===== src/rtl/hps_dma_bridge_if.sv =====
// hps_dma_bridge_if: HPS disk-DMA word port plus Avalon-MM master bus and error flags
interface hps_dma_bridge_if;
  logic        dma_rd;
  logic        dma_wr;
  logic [31:0] dma_addr;
  logic [31:0] dma_dout;
  logic [31:0] dma_din;
  logic        ioctl_wait;
  logic [31:0] mem_address;
  logic        mem_read;
  logic        mem_write;
  logic [31:0] mem_writedata;
  logic [3:0]  mem_byteenable;
  logic        mem_waitrequest;
  logic [31:0] mem_readdata;
  logic        mem_readdatavalid;
  logic        err_timeout;
  logic        err_overflow;
  modport master (
    input  dma_rd, dma_wr, dma_addr, dma_dout, mem_waitrequest, mem_readdata, mem_readdatavalid,
    output dma_din, ioctl_wait, mem_address, mem_read, mem_write, mem_writedata, mem_byteenable,
    output err_timeout, err_overflow
  );
  modport slave (
    output dma_rd, dma_wr, dma_addr, dma_dout, mem_waitrequest, mem_readdata, mem_readdatavalid,
    input  dma_din, ioctl_wait, mem_address, mem_read, mem_write, mem_writedata, mem_byteenable,
    input  err_timeout, err_overflow
  );
endinterface


===== src/rtl/hps_dma_bridge.sv =====
// hps_dma_bridge: HPS disk-DMA words onto Avalon-MM with posted writes and ordered, time-limited reads
module hps_dma_bridge #(
  parameter int WFIFO_DEPTH = 4,
  parameter int TIMEOUT     = 65535
) (
  input  logic clk_sys,
  input  logic reset,
  hps_dma_bridge_if.master bus
);
  localparam int AW = $clog2(WFIFO_DEPTH);
  localparam int TW = $clog2(TIMEOUT + 1);
  localparam logic [AW:0]   FULL  = (AW+1)'(WFIFO_DEPTH);
  localparam logic [TW-1:0] TLAST = TW'(TIMEOUT - 1);
  typedef enum logic [1:0] {IDLE, DRAIN, REQ, DATA} state_t;
  state_t        r_st;
  logic [31:0]   r_fa [WFIFO_DEPTH];
  logic [31:0]   r_fd [WFIFO_DEPTH];
  logic [AW-1:0] r_wp, r_rp;
  logic [AW:0]   r_cnt;
  logic [TW-1:0] r_tmo;
  logic [31:0]   r_raddr, r_din, r_addr, r_wdata;
  logic          r_wait, r_mw, r_mr, r_etmo, r_eovf;
  logic          w_full, w_push, w_acc, w_bypass, w_load, w_rd_go, w_req_go, w_tmo, w_rd_done, w_busy_n;
  logic [AW-1:0] w_hidx;
  logic [AW:0]   w_cnt_n;
  assign w_full    = r_cnt == FULL;
  assign w_push    = bus.dma_wr & ~w_full;
  assign w_acc     = r_mw & ~bus.mem_waitrequest;
  assign w_hidx    = w_acc ? r_rp + AW'(1) : r_rp;
  // no stored entry behind the head: the word being pushed right now is the next one out
  assign w_bypass  = w_acc ? r_cnt == (AW+1)'(1) : r_cnt == '0;
  assign w_rd_go   = r_st == IDLE & bus.dma_rd & ~w_full;
  assign w_req_go  = r_st == DRAIN & r_cnt == '0 & ~r_mw;
  assign w_load    = (~r_mw | w_acc) & (~w_bypass | w_push) & r_st != REQ & ~w_req_go;
  assign w_tmo     = r_tmo == TLAST;
  assign w_rd_done = (r_st == DATA & (bus.mem_readdatavalid | w_tmo)) | (r_st == REQ & w_tmo);
  assign w_busy_n  = (r_st != IDLE & ~w_rd_done) | w_rd_go;
  assign w_cnt_n   = r_cnt + (AW+1)'(w_push) - (AW+1)'(w_acc);
  always_ff @(posedge clk_sys)
    if (w_push) begin
      r_fa[r_wp] <= bus.dma_addr;
      r_fd[r_wp] <= bus.dma_dout;
    end
  always_ff @(posedge clk_sys or posedge reset) begin
    if (reset) begin
      r_st    <= IDLE;
      r_wp    <= '0;
      r_rp    <= '0;
      r_cnt   <= '0;
      r_tmo   <= '0;
      r_raddr <= '0;
      r_din   <= '0;
      r_addr  <= '0;
      r_wdata <= '0;
      r_wait  <= 1'b0;
      r_mw    <= 1'b0;
      r_mr    <= 1'b0;
      r_etmo  <= 1'b0;
      r_eovf  <= 1'b0;
    end else begin
      r_cnt  <= w_cnt_n;
      r_wait <= w_cnt_n == FULL | w_busy_n;
      if (w_push) r_wp <= r_wp + AW'(1);
      if (w_acc) r_rp <= r_rp + AW'(1);
      if ((bus.dma_wr & w_full) | (bus.dma_rd & (r_st != IDLE | w_full))) r_eovf <= 1'b1;
      if (w_load) begin
        r_mw    <= 1'b1;
        r_addr  <= w_bypass ? bus.dma_addr : r_fa[w_hidx];
        r_wdata <= w_bypass ? bus.dma_dout : r_fd[w_hidx];
      end else if (w_acc) r_mw <= 1'b0;
      case (r_st)
        IDLE: if (w_rd_go) begin
          r_raddr <= bus.dma_addr;
          r_st    <= DRAIN;
        end
        DRAIN: if (w_req_go) begin
          r_st   <= REQ;
          r_mr   <= 1'b1;
          r_addr <= r_raddr;
          r_tmo  <= '0;
        end
        REQ: begin
          r_tmo <= r_tmo + TW'(1);
          if (w_tmo) begin
            r_mr   <= 1'b0;
            r_din  <= '1;
            r_etmo <= 1'b1;
            r_st   <= IDLE;
          end else if (~bus.mem_waitrequest) begin
            r_mr <= 1'b0;
            r_st <= DATA;
          end
        end
        default: begin
          r_tmo <= r_tmo + TW'(1);
          if (bus.mem_readdatavalid) begin
            r_din <= bus.mem_readdata;
            r_st  <= IDLE;
          end else if (w_tmo) begin
            r_din  <= '1;
            r_etmo <= 1'b1;
            r_st   <= IDLE;
          end
        end
      endcase
    end
  end
  assign bus.dma_din        = r_din;
  assign bus.ioctl_wait     = r_wait;
  assign bus.mem_address    = r_addr;
  assign bus.mem_read       = r_mr;
  assign bus.mem_write      = r_mw;
  assign bus.mem_writedata  = r_wdata;
  assign bus.mem_byteenable = 4'hF;
  assign bus.err_timeout    = r_etmo;
  assign bus.err_overflow   = r_eovf;
endmodule


===== src/flat_wrapper.sv =====
// flat-port wrapper written by rule: the top's interface ports become plain ports
module hps_dma_bridge_flat 
#(
  parameter int WFIFO_DEPTH = 4,
  parameter int TIMEOUT     = 65535
)
  (clk_sys, reset, bus_dma_rd, bus_dma_wr, bus_dma_addr, bus_dma_dout, bus_mem_waitrequest, bus_mem_readdata, bus_mem_readdatavalid, bus_dma_din, bus_ioctl_wait, bus_mem_address, bus_mem_read, bus_mem_write, bus_mem_writedata, bus_mem_byteenable, bus_err_timeout, bus_err_overflow);
  hps_dma_bridge_if bus_i ();
  input  logic clk_sys;
  input  logic reset;
  input wire logic [$bits(bus_i.dma_rd)-1:0] bus_dma_rd;
  input wire logic [$bits(bus_i.dma_wr)-1:0] bus_dma_wr;
  input wire logic [$bits(bus_i.dma_addr)-1:0] bus_dma_addr;
  input wire logic [$bits(bus_i.dma_dout)-1:0] bus_dma_dout;
  input wire logic [$bits(bus_i.mem_waitrequest)-1:0] bus_mem_waitrequest;
  input wire logic [$bits(bus_i.mem_readdata)-1:0] bus_mem_readdata;
  input wire logic [$bits(bus_i.mem_readdatavalid)-1:0] bus_mem_readdatavalid;
  output wire logic [$bits(bus_i.dma_din)-1:0] bus_dma_din;
  output wire logic [$bits(bus_i.ioctl_wait)-1:0] bus_ioctl_wait;
  output wire logic [$bits(bus_i.mem_address)-1:0] bus_mem_address;
  output wire logic [$bits(bus_i.mem_read)-1:0] bus_mem_read;
  output wire logic [$bits(bus_i.mem_write)-1:0] bus_mem_write;
  output wire logic [$bits(bus_i.mem_writedata)-1:0] bus_mem_writedata;
  output wire logic [$bits(bus_i.mem_byteenable)-1:0] bus_mem_byteenable;
  output wire logic [$bits(bus_i.err_timeout)-1:0] bus_err_timeout;
  output wire logic [$bits(bus_i.err_overflow)-1:0] bus_err_overflow;
  assign bus_i.dma_rd = bus_dma_rd;
  assign bus_i.dma_wr = bus_dma_wr;
  assign bus_i.dma_addr = bus_dma_addr;
  assign bus_i.dma_dout = bus_dma_dout;
  assign bus_i.mem_waitrequest = bus_mem_waitrequest;
  assign bus_i.mem_readdata = bus_mem_readdata;
  assign bus_i.mem_readdatavalid = bus_mem_readdatavalid;
  assign bus_dma_din = bus_i.dma_din;
  assign bus_ioctl_wait = bus_i.ioctl_wait;
  assign bus_mem_address = bus_i.mem_address;
  assign bus_mem_read = bus_i.mem_read;
  assign bus_mem_write = bus_i.mem_write;
  assign bus_mem_writedata = bus_i.mem_writedata;
  assign bus_mem_byteenable = bus_i.mem_byteenable;
  assign bus_err_timeout = bus_i.err_timeout;
  assign bus_err_overflow = bus_i.err_overflow;
  hps_dma_bridge #(.WFIFO_DEPTH(WFIFO_DEPTH), .TIMEOUT(TIMEOUT)) u_core (.clk_sys(clk_sys), .reset(reset), .bus(bus_i));
endmodule

===== config.mk =====
export PLATFORM = sky130hd
export DESIGN_NAME = hps_dma_bridge_flat
export DESIGN_NICKNAME = d
export VERILOG_FILES = /design/src/rtl/hps_dma_bridge_if.sv /design/src/rtl/hps_dma_bridge.sv /design/src/flat_wrapper.sv
export SDC_FILE = /design/constraint.sdc
export NUM_CORES = 1
export LEC_CHECK = 0
export CAP_MARGIN = 5
export CORE_ASPECT_RATIO = 1.25
export CORE_MARGIN = 2
export CORE_UTILIZATION = 61
export DETAILED_ROUTE_END_ITERATION = 7
export HOLD_SLACK_MARGIN = 0.1
export PLACE_DENSITY = 0.86
export SLEW_MARGIN = 20
export SYNTH_ARGS = -nofsm -noshare
export SYNTH_HDL_FRONTEND = slang
export SYNTH_SLANG_ARGS = --single-unit

===== constraint.sdc =====
create_clock -name clk_sys -period 15.1 [get_ports clk_sys]
set_clock_uncertainty 0.2 [all_clocks]
set_input_delay 3.02 -clock clk_sys [delete_from_list [all_inputs] [get_ports clk_sys]]
set_output_delay 3.02 -clock clk_sys [all_outputs]
set_load 0.02 [all_outputs]

# Word level (Yosys, flattened, before mapping)
# Memories as Yosys holds them, arrays and structs flattened.
# Index checks and enable logic that the tools add are counted.
classes:
  n_addsub: 5
  n_eq_ne: 12
  muxes: 30
  bitwise: 30
  reduce_logical: 12
op_table:
  columns: ["op", "n"]
  rows:
  - ["32-bit 2-to-1 mux", 7]
  - ["32-bit one-hot mux with 2 select lines", 1]
  - ["16-bit one-hot mux with 2 select lines", 1]
  - ["16-bit by 1-bit adder with 16-bit output (second input constant)", 1]
  - ["16-bit equality test (second input constant)", 1]
  - ["16-bit 2-to-1 mux", 1]
  - ["1-bit bitwise AND", 14]
  - ["2-bit 2-to-1 mux", 7]
  - ["1-bit 2-to-1 mux", 10]
  - ["1-bit inverter", 8]
  - ["1-bit bitwise OR", 8]
  - ["3-bit equality test (second input constant)", 2]
  - ["2-bit by 1-bit != test with 1-bit output (second input constant)", 3]
  - ["2-bit one-hot mux with 3 select lines", 1]
  - ["2-bit AND reduction", 3]
  - ["2-bit nonzero test", 3]
  - ["5-bit nonzero test", 1]
  - ["2-bit by 1-bit adder with 2-bit output (second input constant)", 2]
  - ["2-bit equality test (second input constant)", 2]
  - ["1-bit one-hot mux with 2 select lines", 2]
  - ["4-bit AND reduction", 1]
  - ["3-bit by 1-bit adder with 3-bit output", 1]
  - ["3-bit by 1-bit equality test with 1-bit output (second input constant)", 1]
  - ["3-bit logical NOT", 1]
  - ["7 further kinds", 7]
word_totals:
  regBits: 158
  ramBits: 256
  in_bits: 102
  out_inout_bits: 105
  word_cells: 105
  memories: 2
memory_table:
  columns: ["memory", "words", "width", "read_ports", "rd_ports_with_merged_regs", "write_ports", "line_no", "source"]
  rows:
  - ["u_core.r_fa", 4, 32, 1, 0, 1, "hps_dma_bridge.sv:16", "logic [31:0] r_fa [WFIFO_DEPTH];"]
  - ["u_core.r_fd", 4, 32, 1, 0, 1, "hps_dma_bridge.sv:17", "logic [31:0] r_fd [WFIFO_DEPTH];"]

# Depth between registers and ports, before layout
# Gate-level depths: netlist (run 1).
depth:
  word_depth: 11
  ltp_mapped: 10
  ltp_nobuf: 9

# Worst setup path after synthesis (run 1)
# No wires, ideal clock.
synth_timing:
  path_type: "in2reg"
  from: "input port bus_dma_wr"
  to: "memory u_core.r_fa[3][0] (enable)"
  arrival_ns: 4.575
  path_slack_ns: 9.896
  stages: 1
  path_buffers: 0
  path_cell_list: "and3_1"
synth_via:
  elab_chain_cells: 3
synth_lines:
  columns: ["element", "line_no", "source"]
  rows:
  - ["start, declared", "flat_wrapper.sv:12", "input wire logic [$bits(bus_i.dma_wr)-1:0] bus_dma_wr;"]
  - ["1-bit bitwise AND", "hps_dma_bridge.sv:27", "assign w_push = bus.dma_wr & ~w_full;"]
  - ["1-bit 2-to-1 mux", "hps_dma_bridge.sv:40", "if (w_push) begin"]
  - ["1-bit 2-to-1 mux (implied by the code)", "hps_dma_bridge.sv:41", "r_fa[r_wp] <= bus.dma_addr;"]
  - ["end, declared", "hps_dma_bridge.sv:16", null]
# No other way between the ends.

# Final worst setup path (run 1)
layout_timing:
  from: "input port bus_mem_waitrequest"
  to: "register u_core.r_addr[15], in the netlist u_core.bus.mem_address[15]"
layout_via:
  elab_chain_cells: 11
  word_cells_on_any_way: 15
  classes_between: "6 x mux; 8 x bitwise; 1 x memory"
layout_lines:
  columns: ["element", "line_no", "source"]
  rows:
  - ["start, declared", "flat_wrapper.sv:15", "input wire logic [$bits(bus_i.mem_waitrequest)-1:0] bus_mem_waitrequest;"]
  - ["1-bit inverter *", "hps_dma_bridge.sv:28", "assign w_acc = r_mw & ~bus.mem_waitrequest;"]
  - ["1-bit bitwise AND *", "hps_dma_bridge.sv:28", null]
  - ["1-bit 2-to-1 mux", "hps_dma_bridge.sv:31", "assign w_bypass = w_acc ? r_cnt == (AW+1)'(1) : r_cnt == '0;"]
  - ["1-bit inverter", "hps_dma_bridge.sv:34", "assign w_load = (~r_mw | w_acc) & (~w_bypass | w_push) & r_st != REQ & ~w_req_go;"]
  - ["1-bit bitwise OR", "hps_dma_bridge.sv:34", null]
  - ["1-bit bitwise AND (3 in a row)", "hps_dma_bridge.sv:34", null]
  - ["32-bit 2-to-1 mux *", "hps_dma_bridge.sv:66", "if (w_load) begin"]
  - ["32-bit 2-to-1 mux", "hps_dma_bridge.sv:76", "DRAIN: if (w_req_go) begin"]
  - ["32-bit 2-to-1 mux *", "hps_dma_bridge.sv:71", "case (r_st)"]
  - ["end signal, assigned", "hps_dma_bridge.sv:68", "r_addr <= w_bypass ? bus.dma_addr : r_fa[w_hidx];"]
  - ["end signal, assigned", "hps_dma_bridge.sv:79", "r_addr <= r_raddr;"]
  - ["end, declared", "hps_dma_bridge.sv:21", "logic [31:0] r_raddr, r_din, r_addr, r_wdata;"]
# Every way passes the cells marked *; elsewhere a longest branch is shown, timed or not.
# A chain may end at the register's enable or synchronous reset.

==> results of run 1 <==
==> routing by layer <==
layer / global-route usage (%) / vias to the layer above
met5: 0 / -
met4: 10.87 / 2
met3: 5.814 / 100
met2: 48.55 / 624
met1: 34.50 / 6085
li1: - / 5351
==> power breakdown <==
part           internal [µW]  total [µW]  switching [µW]
Clock                    558         967             410
Sequential              1560        1750             194
Combinational            761        1850            1090
Total                   2880        4570            1690
==> metrics by stage <==
step,cell area [µm²],setup WS [ns]
after floorplan,17840,7.617
after global placement,20000,8.610
after detailed placement,20000,8.391
after CTS,21250,8.972
after global routing,21270,8.711
final,21270,8.939
==> final cells by class <==
cell class	count	area (µm²)
antenna	2	5.005
clock buffer	56	1092
clock inverter	16	158.9
fill	1815	7307
inverter	9	38.79
multi-input combinational	816	5710
sequential	414	11640
tap	390	488.0
timing repair buffer	216	2131
==> registers in the layout, summed over array words and instances (netlist names) <==
register	flops
u_core.bus.dma_din	32
u_core.bus.err_overflow	1
u_core.bus.err_timeout	1
u_core.bus.ioctl_wait	1
u_core.bus.mem_address	32
u_core.bus.mem_read	1
u_core.bus.mem_write	1
u_core.bus.mem_writedata	32
u_core.r_cnt	3
u_core.r_fa	128
u_core.r_fd	128
u_core.r_raddr	32
u_core.r_rp	2
u_core.r_st	2
u_core.r_tmo	16
u_core.r_wp	2
==> cells in the final DEF, fill, tap and decap left out, types with 27 or more instances in the layout <==
master,synthesis,routed
sky130_fd_sc_hd__a22oi_1,64,64
sky130_fd_sc_hd__clkbuf_16,0,41
sky130_fd_sc_hd__nand2_1,145,144
sky130_fd_sc_hd__nand3_1,74,73
sky130_fd_sc_hd__a21oi_1,104,104
sky130_fd_sc_hd__a32oi_1,32,32
sky130_fd_sc_hd__clkdlybuf4s50_1,0,202
sky130_fd_sc_hd__dfrtp_1,158,157
sky130_fd_sc_hd__mux2_2,32,32
sky130_fd_sc_hd__o22a_1,32,32
sky130_fd_sc_hd__mux2i_1,192,192
sky130_fd_sc_hd__edfxtp_1,256,256
sky130_fd_sc_hd__o21ai_0,27,27
sky130_fd_sc_hd__nor2_1,44,43
==> how the worst max path moves through the flow <==
stage / cells after the start / slack [ns] / startpoint / endpoint
after floorplan: 1 / 7.62 / reset / u_core.bus.dma_din[0]$_DFFE_PP0N_
after global routing: 7 / 8.71 / bus_mem_waitrequest / u_core.bus.mem_address[15]$_DFF_PP0_
final: 7 / 8.94 / bus_mem_waitrequest / u_core.bus.mem_address[15]$_DFF_PP0_
after detailed placement: 7 / 8.39 / bus_mem_waitrequest / u_core.bus.mem_address[1]$_DFF_PP0_
after CTS: 7 / 8.97 / bus_mem_waitrequest / u_core.bus.mem_address[1]$_DFF_PP0_
after global placement: 6 / 8.61 / bus_mem_waitrequest / u_core.bus.mem_address[8]$_DFF_PP0_
==> cell families after synthesis <==
family                     Yosys count  synth area share (%)
AOI/OAI and AO/OA                  275                 10.28
xor gates and xnor gates             7                0.3862
adders and majority gates            9                0.6739
buffers and inverters              106                 3.145
DFF                                414                 65.31
muxes                              224                 12.80
other                                1               0.02104
and+or+nand+nor                    297                 7.378
==> out/qor.txt, run 1 <==
DETAILED ROUTING
----------------------------------------------------------------------------------------------------
Detailed Routing Iterations Pass 1                                                                 6
Antenna Violating Nets Remaining                                                                   0
WL per Instance                                                                             22.45 µm
Remaining design rule violation count                                                              0
Via/cell ratio                                                                                 6.338
Wire length on met3                                                                         3.659 mm
Met1 layer wirelength in the final routing                                                  16.04 mm
Met2 layer wire length in the routed design                                                 22.20 mm
Aggregate routed wire length                                                                43.07 mm
Number of DRC violations after detailed-routing iteration 0                                     1128
DR vias                                                                                        12162
Topmost layer with routed signal wires                                                          met5

GLOBAL ROUTING
----------------------------------------------------------------------------------------------------
Global-route congestion overflow total                                                             0
Global-route wire length before repair                                                      67.05 mm
Overall routing resource usage                                                                28.04%
Via count of the first global-routing pass                                                     12863
Pin count of the biggest net entering global routing                                              83
Antenna violations before repair                                                                   3

HOLD PATH
----------------------------------------------------------------------------------------------------
Number of stages on the worst hold path                                                            1
Worst min-delay path startpoint                                                         u_core.r_tmo[15]$_DFFE_PP0P_
Hold Path Class                                                                         register to register
Worst hold path endpoint                                                                u_core.r_tmo[15]$_DFFE_PP0P_

SYNTH
----------------------------------------------------------------------------------------------------
Most repeated cell in the gate-level netlist after synthesis                            sky130_fd_sc_hd__edfxtp_1
Fraction of the yosys area taken by sequential cells                                          65.31%
Netlist area before placement                                                            0.01782 mm²
Cell accounting for the most synthesized area                                           sky130_fd_sc_hd__edfxtp_1
Number of warnings printed during yosys synthesis                                                  0
Synth Area per Inst                                                                        13.37 µm²
Area fraction of the dominant cell type after synthesis                                       43.13%
Top cell types by occurrence after synthesis                                            256 x sky130_fd_sc_hd__edfxtp_1, 192 x sky130_fd_sc_hd__mux2i_1, 158 x sky130_fd_sc_hd__dfrtp_1, 145 x sky130_fd_sc_hd__nand2_1, 104 x sky130_fd_sc_hd__a21oi_1
Cell count after synthesis                                                                      1333
Count of flip-flops with a built-in enable after synthesis                                       256
Flip-flop cell with the highest count after synthesis                                   sky130_fd_sc_hd__edfxtp_1
Count of unique library cells instantiated by Yosys                                               49
FF+latch count, synth                                                                            414
Share of synthesized registers carrying an async set or reset                                 38.16%
Dominant cells by area after synthesis                                                  sky130_fd_sc_hd__edfxtp_1 43%, sky130_fd_sc_hd__dfrtp_1 22%, sky130_fd_sc_hd__mux2i_1 11%

POWER
----------------------------------------------------------------------------------------------------
Leak pwr                                                                                 0.008193 µW
Power, Total                                                                                 4573 µW
Maximum resistive drop on vdd                                                              0.1674 mV
Power per cell area                                                                     215.0 mW/mm²

PLACE
----------------------------------------------------------------------------------------------------
Gp weighted congestion                                                                        0.7669
Instance count after placement with tap cells included                                          1845
Input/output buffers                                                                             202
HPWL after DPL                                                                              23.43 mm

CLOCK TREE
----------------------------------------------------------------------------------------------------
Hold-fix buffer count after cts                                                                    0
Clock latency on the worst-skew pair                                                         0.52 ns
Post-CTS setup buffer count                                                                        0
CTS H-tree depth                                                                                   2
Clock buffers created by TritonCTS                                                                40
TritonCTS Sinks                                                                                  414
TritonCTS clock tree                                                                             yes
Clock-pin slew reported for the worst setup and hold paths after clock tree synthesis        0.06 ns
Quantity of gates resized following cts                                                            0
CTS max path bufs                                                                                  3
Cell at the root of the clock tree                                                      sky130_fd_sc_hd__clkbuf_16

TIMING
----------------------------------------------------------------------------------------------------
Fmax                                                                                       162.3 MHz
Worst slew margin relative to its limit                                                       27.26%
RSZ-0062 raised after global routing                                                              no
Final clock period utilization by the worst path                                              40.80%
Final count of pins violating max slew                                                             0
Minimum clock period                                                                        6.161 ns
Number of endpoints failing setup at the final stage                                               0
Actual transition at the worst max-transition pin                                           1.091 ns
Hold slack final                                                                           0.2873 ns
Accumulated negative setup slack                                                                0 ns
Final Hold Violating Endpoints                                                                     0

WORST SETUP PATH
----------------------------------------------------------------------------------------------------
Chain of cells forming the critical path                                                clkdlybuf4s50_1, nor2b_1, xnor2_2, o211ai_4, buf_4, a21oi_1, a32oi_1
Worst reg2reg startpoint                                                                u_core.r_rp[1]$_DFF_PP0_
Capturing point of the worst reg2reg path                                               u_core.bus.mem_address[30]$_DFF_PP0_
Combined buffer and inverter count along the critical path                                         2
Kind of capture point of the worst setup path                                               register
Path depth of the worst reg2reg path                                                               6
Biggest fanout along the worst timing path                                                        61
Critical path data arrival time                                                              6.39 ns
Type of the setup path with the least slack                                             input port to register
Worst Path Required                                                                         15.33 ns
Largest delay contributor family on the critical path                                   buffers and inverters
Register-to-register setup slack                                                            11.35 ns
Master of the slowest instance on the critical path                                     sky130_fd_sc_hd__o211ai_4
Startpoint Class                                                                          input port
Maximum single-stage delay on the critical path                                              0.89 ns

FLOORPLANNING
----------------------------------------------------------------------------------------------------
Initial core utilization                                                                      62.38%
Die H                                                                                       195.1 µm
Standard-cell rows                                                                                69
Total core area                                                                          0.02858 mm²
Chip Width                                                                                  156.9 µm
Area of the die                                                                          0.03061 mm²
I/O pin total                                                                                    207

LAYOUT
----------------------------------------------------------------------------------------------------
Layout cell share with drive strength beyond 1                                                7.793%
Cell Count, Final, Fillers Out                                                                  1919
Number of nets in the layout                                                                    1608
Finished Core Util                                                                            74.43%
Area Overhead vs Synth                                                                        19.32%

RUN STATUS
----------------------------------------------------------------------------------------------------
Result of the run                                                                          completed

FLOW RUN
----------------------------------------------------------------------------------------------------
Count of max-cap constraint violations                                                             0

No activity file was read; power rests on OpenSTA's default activity.
==> run 2: changes to the inputs <==
--- a/config.mk
+++ b/config.mk
@@ -8,10 +8,10 @@
 export CAP_MARGIN = 5
 export CORE_ASPECT_RATIO = 1.25
 export CORE_MARGIN = 2
-export CORE_UTILIZATION = 61
+export CORE_UTILIZATION = 56
 export DETAILED_ROUTE_END_ITERATION = 7
 export HOLD_SLACK_MARGIN = 0.1
-export PLACE_DENSITY = 0.86
+export PLACE_DENSITY = 0.8
 export SLEW_MARGIN = 20
 export SYNTH_ARGS = -nofsm -noshare
 export SYNTH_HDL_FRONTEND = slang
==> constraint.sdc (replaced) <==
create_clock -name clk_sys -period 6 [get_ports clk_sys]
set_clock_uncertainty 0.2 [all_clocks]
set_input_delay 1.2 -clock clk_sys [delete_from_list [all_inputs] [get_ports clk_sys]]
set_output_delay 1.2 -clock clk_sys [all_outputs]
set_load 0.02 [all_outputs]
==> out/qor.txt, run 2 (synthesis gave the netlist of run 1 again) <==
RUN STATUS
----------------------------------------------------------------------------------------------------
Result of the run                                                                          completed

PLACE
----------------------------------------------------------------------------------------------------
Worst setup slack after placement                                                           1.468 ns   -6.923 ns
Instance count after placement with tap cells included                                          1870   +1.4%
HPWL after DPL                                                                              23.86 mm   +1.8%
Gp weighted congestion                                                                        0.7845   +2.3%
Input/output buffers                                                                             202   unchanged

CLOCK TREE
----------------------------------------------------------------------------------------------------
Cell at the root of the clock tree                                                      sky130_fd_sc_hd__clkbuf_16
Clock buffers created by TritonCTS                                                                41   +2.5%
CTS H-tree depth                                                                                   2   unchanged
CTS max path bufs                                                                                  3   unchanged
TritonCTS clock tree                                                                             yes
Post-CTS setup buffer count                                                                        0   unchanged
Quantity of gates resized following cts                                                            0   unchanged
Clock latency on the worst-skew pair                                                         0.52 ns   about the same
Hold-fix buffer count after cts                                                                    0   unchanged
TritonCTS Sinks                                                                                  414   unchanged
Clock-pin slew reported for the worst setup and hold paths after clock tree synthesis        0.06 ns   about the same

GLOBAL ROUTING
----------------------------------------------------------------------------------------------------
Global-route congestion overflow total                                                             0   unchanged
Overall routing resource usage                                                                24.73%   -3.3 points
Pin count of the biggest net entering global routing                                              88   +6.0%
Global-route wire length before repair                                                      64.34 mm   -4.0%
Via count of the first global-routing pass                                                     12103   -5.9%
Antenna violations before repair                                                                   2   -1

POWER
----------------------------------------------------------------------------------------------------
Switching share of power                                                                      36.47%   -0.58 points
Power per cell area                                                                     536.5 mW/mm²   +150%
Maximum resistive drop on vdd                                                              0.3553 mV   +110%
Proportion of power drawn by combinational gates                                               39.8%   -0.7 points
Net load switching power                                                                     4180 µW   +150%
Leak pwr                                                                                 0.008240 µW   +0.57%
Clock share of power                                                                           21.4%   +0.2 points
Seq pwr share                                                                                  38.7%   +0.3 points
Internal power consumption                                                                   7282 µW   +150%

FLOORPLANNING
----------------------------------------------------------------------------------------------------
Initial core utilization                                                                      56.40%   -6.0 points
Total core area                                                                          0.03160 mm²   +11%
Die H                                                                                       203.5 µm   +4.3%
Standard-cell rows                                                                                73   +5.8%
Area of the die                                                                          0.03328 mm²   +8.7%
Chip Width                                                                                  163.6 µm   +4.3%
I/O pin total                                                                                    207   unchanged

LAYOUT
----------------------------------------------------------------------------------------------------
ANT cells                                                                                          0   -2
Cell Count, Final, Fillers Out                                                                  1943   +1.3%
Fillers                                                                                         2267   +25%
Top flop regs                                                                           u_core.r_fa x128, u_core.r_fd x128
Area Overhead vs Synth                                                                        19.87%
Commonest non-fill, non-tap cell in the layout                                          sky130_fd_sc_hd__edfxtp_1
Top library cells by usage in the layout, fill and taps aside                           256 x sky130_fd_sc_hd__edfxtp_1, 202 x sky130_fd_sc_hd__clkdlybuf4s50_1, 192 x sky130_fd_sc_hd__mux2i_1
Layout cell share with drive strength beyond 1                                                8.099%   +0.31 points
Number of nets in the layout                                                                    1612   +0.25%

TIMING
----------------------------------------------------------------------------------------------------
Final Hold Violating Endpoints                                                                     0   unchanged
RSZ-0062 raised after global routing                                                              no
Final clock period utilization by the worst path                                              66.90%
Worst slew margin relative to its limit                                                       24.89%   -2.4 points
Accumulated negative setup slack                                                                0 ns   unchanged
Fmax                                                                                       249.1 MHz
Minimum clock period                                                                        4.014 ns
Crit path setup slack, layout                                                               1.986 ns   -6.953 ns
Final count of pins violating max slew                                                             0   unchanged
Number of endpoints failing setup at the final stage                                               0   unchanged
Actual transition at the worst max-transition pin                                           1.125 ns   +0.03436 ns

DETAILED ROUTING
----------------------------------------------------------------------------------------------------
Via/cell ratio                                                                                 6.111   -3.6%
DR vias                                                                                        11873   -2.4%
Antenna Violating Nets Remaining                                                                   0   unchanged
Number of DRC violations after detailed-routing iteration 0                                      964   -15%
Detailed Routing Iterations Pass 1                                                                 5   -1
WL per Instance                                                                             21.22 µm   -5.5%
Remaining design rule violation count                                                              0   unchanged
Aggregate routed wire length                                                                41.23 mm   -4.3%

FLOW RUN
----------------------------------------------------------------------------------------------------
Count of max-cap constraint violations                                                             0   unchanged

WORST SETUP PATH
----------------------------------------------------------------------------------------------------
Master of the slowest instance on the critical path                                     sky130_fd_sc_hd__or2_2
Kind of capture point of the worst setup path                                               register
Biggest fanout along the worst timing path                                                        45   -26%
Largest delay contributor family on the critical path                                   simple AND/OR/NAND/NOR gates
Startpoint Class                                                                          input port
Critical path data arrival time                                                              4.26 ns   -2.13 ns
Maximum single-stage delay on the critical path                                              0.93 ns   +0.04 ns
Type of the setup path with the least slack                                             input port to register
Combined buffer and inverter count along the critical path                                         2   unchanged
Worst Path Required                                                                          6.24 ns   -9.09 ns
Chain of cells forming the critical path                                                clkdlybuf4s50_1, nor2b_1, xnor2_2, or2_2, buf_4, nand3_1, a21oi_1

HOLD PATH
----------------------------------------------------------------------------------------------------
Hold Path Class                                                                         register to register

[run 2: path summary, 6_finish.rpt]
kind,cells after the start,end,slack [ns],startpoint
max in group asynchronous,3,u_core.r_raddr[25]$_DFFE_PP0P_,3.35,reset
setup / recovery,7,u_core.bus.mem_writedata[23]$_DFFE_PP0N_,1.99,bus_mem_waitrequest
setup reg to reg,6,u_core.bus.mem_writedata[23]$_DFFE_PP0N_,2.62,u_core.bus.mem_write$_DFFE_PP0P_
hold reg to reg,1,u_core.bus.err_timeout$_DFFE_PP0P_,0.27,u_core.bus.err_timeout$_DFFE_PP0P_
hold / removal,1,u_core.bus.err_timeout$_DFFE_PP0P_,0.27,u_core.bus.err_timeout$_DFFE_PP0P_
min in group asynchronous,2,u_core.bus.mem_address[15]$_DFF_PP0_,1.00,reset
[run 2: power by group through the flow]
stage	clock network [µW]	registers (µW)	logic (µW)
2_1_floorplan	0	4670	2820
3_3_place_gp	0	4430	4430
3_5_place_dp	0	4480	4540
4_1_cts	2490	4440	4580
5_1_grt	2600	4530	4930
6_report	2460	4440	4560
[run 2: stage by stage]
| stage | total power [µW] | hold WS [ns] | area [µm²] | utilization, % |
|---|---|---|---|---|
| 2_1_floorplan | 7487 | 0.2402 | 17840 | - |
| 3_3_place_gp | 8867 | 0.2561 | 20080 | 63.54 |
| 3_5_place_dp | 9024 | 0.2576 | 20090 | 63.56 |
| 4_1_cts | 11500 | 0.2763 | 21370 | 67.61 |
| 5_1_grt | 12070 | 0.2967 | 21370 | 67.61 |
| 6_report | 11460 | 0.2743 | 21370 | 67.61 |
[run 2: worst reg2reg max path, cell delays in order (launching register included)]
cell and delay, ns:
sky130_fd_sc_hd__dfrtp_1 0.50, sky130_fd_sc_hd__nor2b_1 0.69, sky130_fd_sc_hd__xnor2_2 0.26, sky130_fd_sc_hd__or2_2 0.93, sky130_fd_sc_hd__buf_4 0.43, sky130_fd_sc_hd__nand3_1 0.12, sky130_fd_sc_hd__a21oi_1 0.17
[run 2: layer usage]
metal / track usage, % / wire, µm / up-vias
met5: 0 / 30 / -
met4: 6.610 / 594 / 4
met3: 5.613 / 3058 / 56
met2: 43.17 / 21050 / 436
met1: 31.16 / 16490 / 6031
li1: - / - / 5346
[run 2: layout make-up]
class	count	area, µm²	area share (%)
Sequential cell	414	11640	54.50
Inverter	9	38.79	0.1815
Clock buffer	52	1097	5.136
Clock inverter	21	181.4	0.8491
Multi-Input combinational cell	816	5700	26.68
Timing Repair Buffer	219	2187	10.24
Tap cell	412	515.5	2.413
==> run 3: changes to the inputs <==
--- a/config.mk
+++ b/config.mk
@@ -8,10 +8,10 @@
 export CAP_MARGIN = 5
 export CORE_ASPECT_RATIO = 1.25
 export CORE_MARGIN = 2
-export CORE_UTILIZATION = 56
+export CORE_UTILIZATION = 51
 export DETAILED_ROUTE_END_ITERATION = 7
 export HOLD_SLACK_MARGIN = 0.1
-export PLACE_DENSITY = 0.8
+export PLACE_DENSITY = 0.77
 export SLEW_MARGIN = 20
 export SYNTH_ARGS = -nofsm -noshare
 export SYNTH_HDL_FRONTEND = slang
==> constraint.sdc (replaced) <==
create_clock -name clk_sys -period 3.4 [get_ports clk_sys]
set_clock_uncertainty 0.2 [all_clocks]
set_input_delay 0.68 -clock clk_sys [delete_from_list [all_inputs] [get_ports clk_sys]]
set_output_delay 0.68 -clock clk_sys [all_outputs]
set_load 0.02 [all_outputs]
==> out/qor.txt, run 3 (synthesis gave the netlist of run 1 again) <==
CLOCK TREE
----------------------------------------------------------------------------------------------------
CTS H-tree depth                                                                                   2   unchanged
Clock buffers created by TritonCTS                                                                41   unchanged
CTS max path bufs                                                                                  3   unchanged
Quantity of gates resized following cts                                                            0   unchanged
Post-CTS setup buffer count                                                                        0   unchanged
Clock latency on the worst-skew pair                                                         0.55 ns   +0.03 ns
TritonCTS Sinks                                                                                  414   unchanged
Clock-pin slew reported for the worst setup and hold paths after clock tree synthesis        0.06 ns   about the same
TritonCTS clock tree                                                                             yes
Cell at the root of the clock tree                                                      sky130_fd_sc_hd__clkbuf_16
Hold-fix buffer count after cts                                                                    0   unchanged

LAYOUT
----------------------------------------------------------------------------------------------------
Cell Count, Final, Fillers Out                                                                  2021   +4.0%
Number of nets in the layout                                                                    1629   +1.1%
Top flop regs                                                                           u_core.r_fa x128, u_core.r_fd x128
Commonest non-fill, non-tap cell in the layout                                          sky130_fd_sc_hd__edfxtp_1
Footprint of the multi-input gates                                                      0.005700 mm²   unchanged
Layout cell share with drive strength beyond 1                                                9.736%   +1.6 points
Fillers                                                                                         2581   +14%
Register area                                                                            0.01164 mm²   unchanged
Top library cells by usage in the layout, fill and taps aside                           256 x sky130_fd_sc_hd__edfxtp_1, 202 x sky130_fd_sc_hd__clkdlybuf4s50_1, 192 x sky130_fd_sc_hd__mux2i_1
Area Overhead vs Synth                                                                        22.57%

DETAILED ROUTING
----------------------------------------------------------------------------------------------------
Aggregate routed wire length                                                                42.09 mm   +2.1%
Antenna Violating Nets Remaining                                                                   0   unchanged
WL per Instance                                                                             20.83 µm   -1.9%
Detailed Routing Iterations Pass 1                                                                 5   unchanged
Via/cell ratio                                                                                 5.903   -3.4%
Remaining design rule violation count                                                              0   unchanged
DR vias                                                                                        11930   +0.48%
Number of DRC violations after detailed-routing iteration 0                                      908   -5.8%

GLOBAL ROUTING
----------------------------------------------------------------------------------------------------
Via count of the first global-routing pass                                                     12359   +2.1%
Global-route wire length before repair                                                      66.74 mm   +3.7%
Antenna violations before repair                                                                   2   unchanged
Pin count of the biggest net entering global routing                                              78   -11%
Global-route congestion overflow total                                                             0   unchanged
Overall routing resource usage                                                                23.51%   -1.2 points

WORST SETUP PATH
----------------------------------------------------------------------------------------------------
Combined buffer and inverter count along the critical path                                         1   -1
Biggest fanout along the worst timing path                                                         8   -82%
Largest delay contributor family on the critical path                                   buffers and inverters
Worst Path Required                                                                          2.52 ns   -3.72 ns
Master of the slowest instance on the critical path                                     sky130_fd_sc_hd__clkdlybuf4s50_1
Startpoint Class                                                                            register
Type of the setup path with the least slack                                             register to output pin
Critical path data arrival time                                                              1.79 ns   -2.47 ns
Kind of capture point of the worst setup path                                             output pin
Chain of cells forming the critical path                                                clkdlybuf4s50_1
Maximum single-stage delay on the critical path                                              0.69 ns   -0.24 ns

POWER
----------------------------------------------------------------------------------------------------
Power per cell area                                                                     946.1 mW/mm²   +76%
Maximum resistive drop on vdd                                                              0.5712 mV   +61%
Power, Total                                                                                20670 µW   +80%
Leak pwr                                                                                 0.008437 µW   +2.4%

FLOORPLANNING
----------------------------------------------------------------------------------------------------
Area of the die                                                                          0.03647 mm²   +9.6%
Standard-cell rows                                                                                76   +4.1%
Die H                                                                                       213.0 µm   +4.7%
Total core area                                                                          0.03442 mm²   +8.9%
Initial core utilization                                                                      51.78%   -4.6 points
Chip Width                                                                                  171.2 µm   +4.7%
I/O pin total                                                                                    207   unchanged

PLACE
----------------------------------------------------------------------------------------------------
HPWL after DPL                                                                              24.64 mm   +3.3%
Gp weighted congestion                                                                        0.7504   -4.3%
Instance count after placement with tap cells included                                          1943   +3.9%
Worst setup slack after placement                                                          0.2537 ns   -1.214 ns
Input/output buffers                                                                             202   unchanged

HOLD PATH
----------------------------------------------------------------------------------------------------
Hold Path Class                                                                         register to register

TIMING
----------------------------------------------------------------------------------------------------
Accumulated negative setup slack                                                                0 ns   unchanged
Number of endpoints failing setup at the final stage                                               0   unchanged
Crit path setup slack, layout                                                              0.7294 ns   -1.256 ns
Final count of pins violating max slew                                                             0   unchanged
Final clock period utilization by the worst path                                              78.55%
Actual transition at the worst max-transition pin                                          0.6972 ns   -0.4282 ns
Fmax                                                                                       374.4 MHz
RSZ-0062 raised after global routing                                                              no
Worst slew margin relative to its limit                                                       53.52%   +29 points
Minimum clock period                                                                        2.671 ns
Final Hold Violating Endpoints                                                                     0   unchanged

RUN STATUS
----------------------------------------------------------------------------------------------------
Result of the run                                                                          completed

FLOW RUN
----------------------------------------------------------------------------------------------------
Count of max-cap constraint violations                                                             0   unchanged

[run 3: through the flow]
step | hold slack, ns | area [µm²] | utilization, %
3_3_place_gp | 0.2580 | 20500 | 59.54
2_1_floorplan | 0.2402 | 17840 | -
4_1_cts | 0.2792 | 21840 | 63.45
3_5_place_dp | 0.2582 | 20500 | 59.54
6_report | 0.2711 | 21850 | 63.47
5_1_grt | 0.2961 | 21840 | 63.45
[run 3: area by class of cell]
type                            instances  area share, %
Clock buffer                           50          5.086
Clock inverter                         26          1.077
Tap cell                              468          2.680
Inverter                                9         0.1718
Sequential cell                       414          53.30
Timing Repair Buffer                  236          11.57
Multi-Input combinational cell        816          26.09
Antenna cell                            2        0.02291
[run 3: per-layer routing]
metal	global-route usage, %	up-vias	share of wire (%)
met3	5.412	85	7.6
met4	8.445	2	2.4
li1	-	5387	-
met1	29.19	6000	40
met2	40.34	456	50
met5	0	-	0.026
[run 3: final timing paths]
kind                                                  start                                   end  slack (ns)  cells after the start
setup / recovery           u_core.bus.mem_write$_DFFE_PP0P_                         bus_mem_write        0.73                      1
hold / removal                  u_core.r_tmo[5]$_DFFE_PP0P_           u_core.r_tmo[5]$_DFFE_PP0P_        0.27                      1
setup reg to reg                  u_core.r_cnt[1]$_DFF_PP0_       u_core.bus.ioctl_wait$_DFF_PP0_        0.80                      9
hold reg to reg                 u_core.r_tmo[5]$_DFFE_PP0P_           u_core.r_tmo[5]$_DFFE_PP0P_        0.27                      1
max in group asynchronous                             reset  u_core.bus.mem_address[29]$_DFF_PP0_        1.88                      3
min in group asynchronous                             reset          u_core.r_tmo[15]$_DFFE_PP0P_        0.33                      2
[run 3: report_power, final]
group	switching, µW	leakage [µW]	internal, µW	total, µW
Clock	1910	0.000670	2580	4490
Sequential	809	0.00413	6910	7720
Combinational	4800	0.00364	3670	8470
